==> config.mk <==
export PLATFORM = sky130hd
export DESIGN_NAME = mux_nx1_rr_flat
export DESIGN_NICKNAME = d
export VERILOG_FILES = /design/src/rtl/mux_nx1_rr_pkg.sv /design/src/rtl/mux_nx1_rr_if.sv /design/src/rtl/mux_nx1_rr_rr_arbiter.sv /design/src/rtl/mux_nx1_rr.sv /design/src/flat_wrapper.sv
export SDC_FILE = /design/constraint.sdc
export NUM_CORES = 1
export LEC_CHECK = 0
export ABC_AREA = 1
export ABC_CLOCK_PERIOD_IN_PS = 3400
export CAP_MARGIN = 10
export CORE_ASPECT_RATIO = 0.75
export CORE_MARGIN = 1.5
export CORE_UTILIZATION = 40
export DETAILED_ROUTE_END_ITERATION = 12
export GPL_TIMING_DRIVEN = 0
export PLACE_DENSITY = 0.84
export REMOVE_ABC_BUFFERS = 1
export SETUP_SLACK_MARGIN = 0.3
export SLEW_MARGIN = 20
export SYNTH_ARGS = -nofsm -noshare
export SYNTH_HDL_FRONTEND = slang
export SYNTH_HIERARCHICAL = 1
export SYNTH_SLANG_ARGS = --single-unit
==> constraint.sdc <==
create_clock -name clk -period 3.4 [get_ports clk]
set_clock_uncertainty 0.15 [all_clocks]
set_input_delay 0.34 -clock clk [delete_from_list [all_inputs] [get_ports clk]]
set_output_delay 0.34 -clock clk [all_outputs]
set_load 0.05 [all_outputs]
==> src/rtl/mux_nx1_rr_pkg.sv <==
// Shared constants and helpers for the N-input round-robin output mux.
package mux_nx1_rr_pkg;

  // Arbitration mode encodings on the 'mode' input
  localparam logic MODE_FIXED = 1'b0;
  localparam logic MODE_RR    = 1'b1;

  // Ceiling log2, used to size channel indices (value must be >= 2)
  function automatic int clog2(input int value);
    int result;
    int remain;
    result = 0;
    remain = value - 1;
    while (remain > 0) begin
      result = result + 1;
      remain = remain >> 1;
    end
    return result;
  endfunction

endpackage

==> src/rtl/mux_nx1_rr_if.sv <==
// Stream bundle between N producers, the mux and one consumer.
interface mux_nx1_rr_if
  import mux_nx1_rr_pkg::*;
#(
  parameter int WIDTH  = 32,
  parameter int NUM_IN = 4,
  parameter int SEL_W  = clog2(NUM_IN)
) ();

  logic [NUM_IN*WIDTH-1:0] in_data;
  logic [NUM_IN-1:0]       in_valid;
  logic [NUM_IN-1:0]       in_ready;
  logic                    mode;
  logic [SEL_W-1:0]        select;
  logic [WIDTH-1:0]        out_data;
  logic [SEL_W-1:0]        out_sel;
  logic                    out_valid;
  logic                    out_ready;

  // The mux itself: consumes producer streams and control, drives the output stream
  modport slave (
    input  in_data, in_valid, mode, select, out_ready,
    output in_ready, out_data, out_sel, out_valid
  );

  // The surrounding environment: producers, control and the consumer
  modport master (
    output in_data, in_valid, mode, select, out_ready,
    input  in_ready, out_data, out_sel, out_valid
  );

endinterface

==> src/rtl/mux_nx1_rr_rr_arbiter.sv <==
// Combinational round-robin arbiter: picks the first requester after the last grant, wrapping.
module mux_nx1_rr_rr_arbiter #(
  parameter int NUM_IN = 4,
  parameter int SEL_W  = 2
) (
  input  logic [NUM_IN-1:0] req,
  input  logic [SEL_W-1:0]  last,
  output logic [NUM_IN-1:0] grant,
  output logic [SEL_W-1:0]  grant_idx,
  output logic              any_grant
);

  logic [NUM_IN-1:0] masked;
  logic [NUM_IN-1:0] search;

  // Keep only requesters strictly above the last winner
  always_comb begin
    masked = '0;
    for (int i = 0; i < NUM_IN; i++) begin
      masked[i] = req[i] && (SEL_W'(i) > last);
    end
  end

  // Upper half wins if anything is there, otherwise wrap to the full request vector
  assign search    = (|masked) ? masked : req;
  assign any_grant = |req;

  // Lowest set bit of the chosen vector becomes the one-hot grant and its index
  always_comb begin
    grant     = '0;
    grant_idx = '0;
    for (int i = NUM_IN - 1; i >= 0; i--) begin
      if (search[i]) begin
        grant     = '0;
        grant[i]  = 1'b1;
        grant_idx = SEL_W'(i);
      end
    end
  end

endmodule

==> src/rtl/mux_nx1_rr.sv <==
// N-input valid/ready mux with one registered output stage, fixed or round-robin arbitration.
module mux_nx1_rr
  import mux_nx1_rr_pkg::*;
#(
  parameter int WIDTH  = 32,
  parameter int NUM_IN = 4,
  parameter int SEL_W  = clog2(NUM_IN)
) (
  input logic         clk,
  input logic         rst_n,
  mux_nx1_rr_if.slave bus
);

  logic [SEL_W-1:0]  rr_ptr;
  logic [NUM_IN-1:0] rr_onehot;
  logic [SEL_W-1:0]  rr_idx;
  logic              rr_any;
  logic [NUM_IN-1:0] fixed_onehot;
  logic [NUM_IN-1:0] grant_onehot;
  logic [SEL_W-1:0]  grant_idx;
  logic              grant_valid;
  logic              load_en;
  logic              transfer;
  logic [WIDTH-1:0]  sel_data;
  logic [WIDTH-1:0]  out_data_q;
  logic [SEL_W-1:0]  out_sel_q;
  logic              out_valid_q;

  mux_nx1_rr_rr_arbiter #(
    .NUM_IN (NUM_IN),
    .SEL_W  (SEL_W)
  ) u_arbiter (
    .req       (bus.in_valid),
    .last      (rr_ptr),
    .grant     (rr_onehot),
    .grant_idx (rr_idx),
    .any_grant (rr_any)
  );

  // Fixed mode grants only the selected channel; an out-of-range select matches nothing
  always_comb begin
    fixed_onehot = '0;
    for (int i = 0; i < NUM_IN; i++) begin
      fixed_onehot[i] = bus.in_valid[i] && (bus.select == SEL_W'(i));
    end
  end

  // Choose between the fixed and round-robin grant for this cycle
  always_comb begin
    if (bus.mode == MODE_FIXED) begin
      grant_onehot = fixed_onehot;
      grant_valid  = |fixed_onehot;
      grant_idx    = bus.select;
    end else begin
      grant_onehot = rr_onehot;
      grant_valid  = rr_any;
      grant_idx    = rr_idx;
    end
  end

  // The output register accepts a word when empty or being drained this cycle
  assign load_en      = !out_valid_q || bus.out_ready;
  assign transfer     = rst_n && load_en && grant_valid;
  assign bus.in_ready = (rst_n && load_en) ? grant_onehot : '0;

  // Route the granted channel's data toward the output register
  always_comb begin
    sel_data = '0;
    for (int i = 0; i < NUM_IN; i++) begin
      if (grant_idx == SEL_W'(i)) begin
        sel_data = bus.in_data[i*WIDTH +: WIDTH];
      end
    end
  end

  // Output stage: load on transfer, empty on drain without refill, hold on stall
  always_ff @(posedge clk or negedge rst_n) begin
    if (!rst_n) begin
      out_valid_q <= 1'b0;
      out_data_q  <= '0;
      out_sel_q   <= '0;
    end else if (transfer) begin
      out_valid_q <= 1'b1;
      out_data_q  <= sel_data;
      out_sel_q   <= grant_idx;
    end else if (bus.out_ready) begin
      out_valid_q <= 1'b0;
    end
  end

  // Remember the last winner in both modes so a mode switch stays fair; reset favours ch0 next
  always_ff @(posedge clk or negedge rst_n) begin
    if (!rst_n) begin
      rr_ptr <= SEL_W'(NUM_IN - 1);
    end else if (transfer) begin
      rr_ptr <= grant_idx;
    end
  end

  assign bus.out_valid = out_valid_q;
  assign bus.out_data  = out_data_q;
  assign bus.out_sel   = out_sel_q;

endmodule

==> src/flat_wrapper.sv <==
// flat-port wrapper written by rule: the top's interface ports become plain ports
module mux_nx1_rr_flat import mux_nx1_rr_pkg::*;
#(
  parameter int WIDTH  = 32,
  parameter int NUM_IN = 4,
  parameter int SEL_W  = clog2(NUM_IN)
)
  (clk, rst_n, bus_in_data, bus_in_valid, bus_mode, bus_select, bus_out_ready, bus_in_ready, bus_out_data, bus_out_sel, bus_out_valid);
  mux_nx1_rr_if #(.WIDTH(WIDTH), .NUM_IN(NUM_IN), .SEL_W(SEL_W)) bus_i ();
  input logic clk;
  input logic rst_n;
  input wire logic [$bits(bus_i.in_data)-1:0] bus_in_data;
  input wire logic [$bits(bus_i.in_valid)-1:0] bus_in_valid;
  input wire logic [$bits(bus_i.mode)-1:0] bus_mode;
  input wire logic [$bits(bus_i.select)-1:0] bus_select;
  input wire logic [$bits(bus_i.out_ready)-1:0] bus_out_ready;
  output wire logic [$bits(bus_i.in_ready)-1:0] bus_in_ready;
  output wire logic [$bits(bus_i.out_data)-1:0] bus_out_data;
  output wire logic [$bits(bus_i.out_sel)-1:0] bus_out_sel;
  output wire logic [$bits(bus_i.out_valid)-1:0] bus_out_valid;
  assign bus_i.in_data = bus_in_data;
  assign bus_i.in_valid = bus_in_valid;
  assign bus_i.mode = bus_mode;
  assign bus_i.select = bus_select;
  assign bus_i.out_ready = bus_out_ready;
  assign bus_in_ready = bus_i.in_ready;
  assign bus_out_data = bus_i.out_data;
  assign bus_out_sel = bus_i.out_sel;
  assign bus_out_valid = bus_i.out_valid;
  mux_nx1_rr #(.WIDTH(WIDTH), .NUM_IN(NUM_IN), .SEL_W(SEL_W)) u_core (.clk(clk), .rst_n(rst_n), .bus(bus_i));
endmodule
==> flow_summary.json, run 1 <==
{
  "core_area_um2": 6766,
  "grt_pass1_vias": 3397,
  "fillers": 580,
  "critPathBufInv": 4,
  "multi_input_area_um2": 1544,
  "vias_per_cell": 5.186,
  "place.port_buffers": 176,
  "num_rows": 26,
  "yosysSeqAreaShare": 0.3327,
  "crit_type": "primary input to output port",
  "arrival_ps": 2460,
  "p_leak_uw": 0.002211,
  "clk_path_buf_depth": 2,
  "drt_iter0_markers": 185,
  "top_level_ports": 177,
  "grt_pass1_wl_mm": 15.19,
  "dr.pass1.iters": 5,
  "area_growth_syn_to_layout_pct": 68.34,
  "cts.sinks": 37,
  "insertion_delay_ps": 280,
  "h-tree-depth": 2,
  "cts-root-buf": "clkbuf_8",
  "wl_per_cell_um": 14.32,
  "drc": 0,
  "wl_mm": 9.853,
  "ys_types": 24,
  "critPathMaxStageDelay_ps": 840,
  "antenna_left": 0,
  "syn_inst": 442,
  "finalSetupViolCount": 0,
  "cp_cell_sequence": "dlygate4sd3_1, buf_2, nand2_1, inv_1, o21ai_0, a21oi_1, clkdlybuf4s50_1",
  "place_area_um2": 4537,
  "grtUsageTotal": 0.2541,
  "syn_area_um2": 2790,
  "final_cells": 688,
  "grt_max_degree": 55,
  "rsz0062_at_grt": "false",
  "crit_family": "buffers and inverters",
  "cp-startpoint": "rst_n",
  "fin_ws_ps": 449.2,
  "tightestPinTransition_ps": 924.0,
  "status": "finished, final reports clean",
  "start_util": 0.4124,
  "placed_cells": 675,
  "min_path_type": "primary input to async pin",
  "period_share": 0.8679,
  "seq_area_um2": 928.4,
  "fin_crit_ps": 2951,
  "cp_data_required_time_ps": 2910,
  "yosysWarningCount": 6,
  "start_kind": "primary input",
  "critPathCaptureType": "output port",
  "maxCapViolCount": 0,
  "gr-total-overflow": 0,
  "die_h_um": 75.33,
  "totalPowerFinal_uw": 2333,
  "busiest_layer": "met2",
  "drv_slew": 0,
  "grtUsageMet1": 0.2932,
  "ys_ff_latch": 37,
  "peakVddDrop_mv": 0.2536,
  "use_met3": 0.06789,
  "cts_tree": "yes",
  "reg2reg_from": "u_core/rr_ptr[1]$_DFFE_PN1P_",
  "fmax_mhz": 338.9,
  "via_count": 3568,
  "die_x_um": 99.44,
  "layout.nets": 741,
  "cts.reportedPaths.clkPinSlew_ps": 80,
  "dp_hpwl_mm": 6.911,
  "cts_buffers": 5,
  "layout-drive-gt1-share": 0.05795,
  "relSlewSlack": 0.3818,
  "antenna_found_initial": 0,
  "dieArea_um2": 7491,
  "final_hold_viol_count": 0,
  "cp_max_fo": 10,
  "gp_congestion": 0.8114,
  "slowest_stage": "clkdlybuf4s50_1",
  "avgSynthCellArea_um2": 6.313,
  "antenna_cells": 0,
  "met2_usage": 0.4718,
  "final_util": 0.6942,
  "power.density_nw_per_um2": 496.8,
  "place_ws_ps": -201.6,
  "fin_area_um2": 4697
}
where the power goes:
part / total, uW / internal [uW] / switching [uW]
clock: 300 / 141 / 159
combinational: 1400 / 516 / 885
sequential: 633 / 566 / 66.5
Yosys cell counts (all sizes together):
cell type,instances,share of area
dfstp,2,0.019
nor2,10,0.019
nand3,126,0.23
nand3b,4,0.011
or3,1,0.0022
inv,45,0.061
o21ai,31,0.057
buf,23,0.056
nand2,151,0.21
nand4,5,0.013
a21oi,3,0.0054
clkbuf,6,0.0081
dfrtp,35,0.31
kinds of logic after synthesis:
logic type / after synthesis / share of synthesized area
AO/OA/AOI/OAI: 34 / 0.06233
AND/OR/NAND/NOR: 297 / 0.4798
buffers and inverters: 74 / 0.1251
flip-flops: 37 / 0.3327
area by class of cell:
type | instances | area share
multi-input cells | 332 | 0.3287
flip-flops and latches | 37 | 0.1977
inverters | 45 | 0.03649
repair buffers | 182 | 0.3964
well taps | 84 | 0.02238
clock inverters | 3 | 0.003729
clock buffers | 5 | 0.01465
routing by layer:
metal / up-vias / part of all wire
met5: - / 0
met4: 0 / 0.013
met3: 14 / 0.090
met2: 171 / 0.51
met1: 1626 / 0.39
li1: 1757 / -
path summary, 6_finish.rpt:
path                                                      end  slack, ps  depth (start not counted)
min reg2reg                u_core/bus.out_data[6]$_DFFE_PN0P_        330                          2
min                        u_core/bus.out_data[0]$_DFFE_PN0P_        330                          2
max                                           bus_in_ready[0]        450                          7
min in group clk           u_core/bus.out_data[6]$_DFFE_PN0P_        330                          2
max reg2reg                u_core/bus.out_data[8]$_DFFE_PN0P_        690                         14
max in group asynchronous        u_core/rr_ptr[0]$_DFFE_PN1P_       2260                          3
sequential cells by signal (all words and copies together) (netlist names):
signal / flops
u_core/bus.out_valid: 1
u_core/bus.out_data: 32
u_core/bus.out_sel: 2
u_core/rr_ptr: 2
through the flow:
step | TNS, ps | hold WS [ps]
after floorplan | 0 | -105.6
after global placement | -48770 | 306.0
after detailed placement | -4857 | 76.28
after CTS | 0 | 296.1
after global routing | 0 | 341.8
final | 0 | 329.0
timing repair:
action                                  CTS  global route
gates cloned                              1             0
hold buffers                              1             0
resized for setup                         1             0
pin swaps                                 1             2
setup buffers                             0             3
endpoints found under the setup margin   29            16
endpoints found under the hold margin     8             0
cells in the final DEF (no fill, tap or decap), drive strengths merged:
cell / Yosys / routed
a21oi: 3 / 3
buf: 23 / 6
clkbuf: 6 / 5
clkdlybuf4s50: 0 / 175
clkinv: 0 / 2
clkinvlp: 0 / 1
dfrtp: 35 / 35
dfstp: 2 / 2
dlygate4sd3: 0 / 1
inv: 45 / 45
nand2: 151 / 151
nand3: 126 / 126
nand3b: 4 / 4
nand4: 5 / 5
nor2: 10 / 11
o21ai: 31 / 31
or3: 1 / 1
No activity file was read; power rests on OpenSTA's default activity.
==> inputs of run 2 (changes only) <==
--- a/config.mk
+++ b/config.mk
@@ -21,3 +21,4 @@
 export SYNTH_HDL_FRONTEND = slang
 export SYNTH_HIERARCHICAL = 1
 export SYNTH_SLANG_ARGS = --single-unit
+export TNS_END_PERCENT = 20
==> run 2 against run 1 <==
  * Worst hold slack hardly changed
  * Wire length fell by 0.42%
  * Utilization decreased by 0.30 points
  * Non-clock buffer count down 1
  * Final cell count is 0.15% lower
  * Via count up 0.25%
  * Count of clock-buffer cells in the layout unchanged
  * Clock power hardly changed
  * Register-to-register slack lost 130 ps
  * Combinational power barely moved
  * Critical path type unchanged
  * Largest cell class unchanged
==> flow_summary.json, run 2 (synthesized netlist as in run 1, its figures left out) <==
{
  "p_int_uw": 1216,
  "core_area_um2": 6766,
  "place_ws_ps": -201.6,
  "topRoutingLayerUsed": "met4",
  "layout-drive-gt1-share": 0.05638,
  "cts.reportedPaths.clkPinSlew_ps": 80,
  "dr.pass1.iters": 5,
  "vias_per_cell": 5.207,
  "fmax_mhz": 340.8,
  "largest_register_ffs": 32,
  "die_h_um": 75.33,
  "antenna_left": 0,
  "power.density_nw_per_um2": 497.0,
  "wl_met3_um": 886,
  "gr-total-overflow": 0,
  "top_level_ports": 177,
  "status": "finished, final reports clean",
  "finalSetupViolCount": 0,
  "h-tree-depth": 2,
  "switching_share": 0.4770,
  "fin_area_um2": 4677,
  "grtUsageTotal": 0.2543,
  "cts.sinks": 37,
  "cp_max_fo": 10,
  "min_path_type": "primary input to async pin",
  "place.port_buffers": 176,
  "rsz0062_at_grt": "true",
  "antenna_found_initial": 0,
  "cts_buffers": 5,
  "insertion_delay_ps": 280,
  "p_leak_uw": 0.002202,
  "wl_met2_mm": 4.958,
  "p_clk_frac": 0.129,
  "num_rows": 26,
  "peakVddDrop_mv": 0.2570,
  "seqPwrFrac": 0.272,
  "met1_length_mm": 3.824,
  "arrival_ps": 2440,
  "layout_common_cells": "clkdlybuf4s50_1 (175), nand2_1 (144), nand3_1 (125)",
  "gp_congestion": 0.8114,
  "maxCapViolCount": 0,
  "critPathCaptureType": "output port",
  "final_common_cell": "clkdlybuf4s50_1",
  "dp_hpwl_mm": 6.911,
  "drv_slew": 0,
  "drt_iter0_markers": 169,
  "start_util": 0.4124,
  "p_sw_uw": 1109,
  "grt_max_degree": 55,
  "wl_mm": 9.812,
  "die_x_um": 99.44,
  "tightestPinTransition_ps": 931.6,
  "p_comb_frac": 0.599,
  "start_kind": "primary input",
  "period_share": 0.8630,
  "grt_pass1_vias": 3398,
  "final_hold_viol_count": 0,
  "wl_per_cell_um": 14.28,
  "cts-root-buf": "clkbuf_8",
  "area_growth_syn_to_layout_pct": 67.62,
  "dieArea_um2": 7491,
  "crit_type": "primary input to output port",
  "fin_tns_setup_ps": 0,
  "layout.nets": 740,
  "relSlewSlack": 0.3767,
  "drc": 0,
  "cts_tree": "yes",
  "antenna_cells": 0,
  "place_area_um2": 4537,
  "clk_path_buf_depth": 2,
  "cp_data_required_time_ps": 2910,
  "fin_crit_ps": 2934,
  "via_count": 3577,
  "fin_ws_ps": 465.7,
  "grt_pass1_wl_mm": 15.19
}
## run 2: power groups by stage
| stage | Clock [uW] | Sequential, uW | Combinational (uW) |
|---|---|---|---|
| 2_1_floorplan | 0 | 1050 | 391 |
| 3_3_place_gp | 0 | 633 | 1330 |
| 3_5_place_dp | 0 | 639 | 1370 |
| 4_1_cts | 313 | 633 | 1380 |
| 5_1_grt | 327 | 651 | 1490 |
| 6_report | 300 | 633 | 1390 |
## run 2: final timing paths
kind	cells after the start	end	from	slack, ps
min	2	u_core/bus.out_data[0]$_DFFE_PN0P_	rst_n	330
min reg2reg	2	u_core/bus.out_data[6]$_DFFE_PN0P_	u_core/bus.out_data[6]$_DFFE_PN0P_	330
max	7	bus_in_ready[0]	rst_n	470
min in group clk	2	u_core/bus.out_data[6]$_DFFE_PN0P_	u_core/bus.out_data[6]$_DFFE_PN0P_	330
max reg2reg	13	u_core/bus.out_data[31]$_DFFE_PN0P_	u_core/rr_ptr[1]$_DFFE_PN1P_	560
max in group asynchronous	3	u_core/rr_ptr[0]$_DFFE_PN1P_	rst_n	2260
## run 2: per-layer routing
layer / track usage / vias to the layer above
met2: 0.4718 / 172
met4: 0.07981 / 0
met5: 0 / -
li1: - / 1752
met3: 0.06789 / 18
met1: 0.2938 / 1635
## run 2: final cells by class
| class | count | area [um^2] |
|---|---|---|
| clock inverters | 3 | 17.52 |
| well taps | 84 | 105.1 |
| fillers | 582 | 2090 |
| inverters | 45 | 171.4 |
| flip-flops and latches | 37 | 928.4 |
| clock buffers | 5 | 68.82 |
| repair buffers | 181 | 1842 |
| multi-input cells | 332 | 1544 |
## run 2: critical path: stages
cell and delay (ps):
dlygate4sd3_1 540, buf_2 280, nand2_1 110, inv_1 120, o21ai_0 90, a21oi_1 130, clkdlybuf4s50_1 830
## run 2: through the flow
step,hold WS (ps),utilization,cells,total power (uW)
6_report,328.7,0.6912,687,2325
4_1_cts,296.1,0.6857,685,2324
3_5_place_dp,76.28,0.6705,675,2008
2_1_floorplan,-105.6,-,413,1442
5_1_grt,341.8,0.6912,687,2466
3_3_place_gp,306.0,0.6620,673,1964
## run 2: repair_timing
item	CTS	global route
gates resized for setup	0	1
hold endpoints to repair	8	0
setup endpoints to repair	29	26
pin swaps	1	1
setup buffers	0	2
gates cloned	1	0
hold buffers	1	0
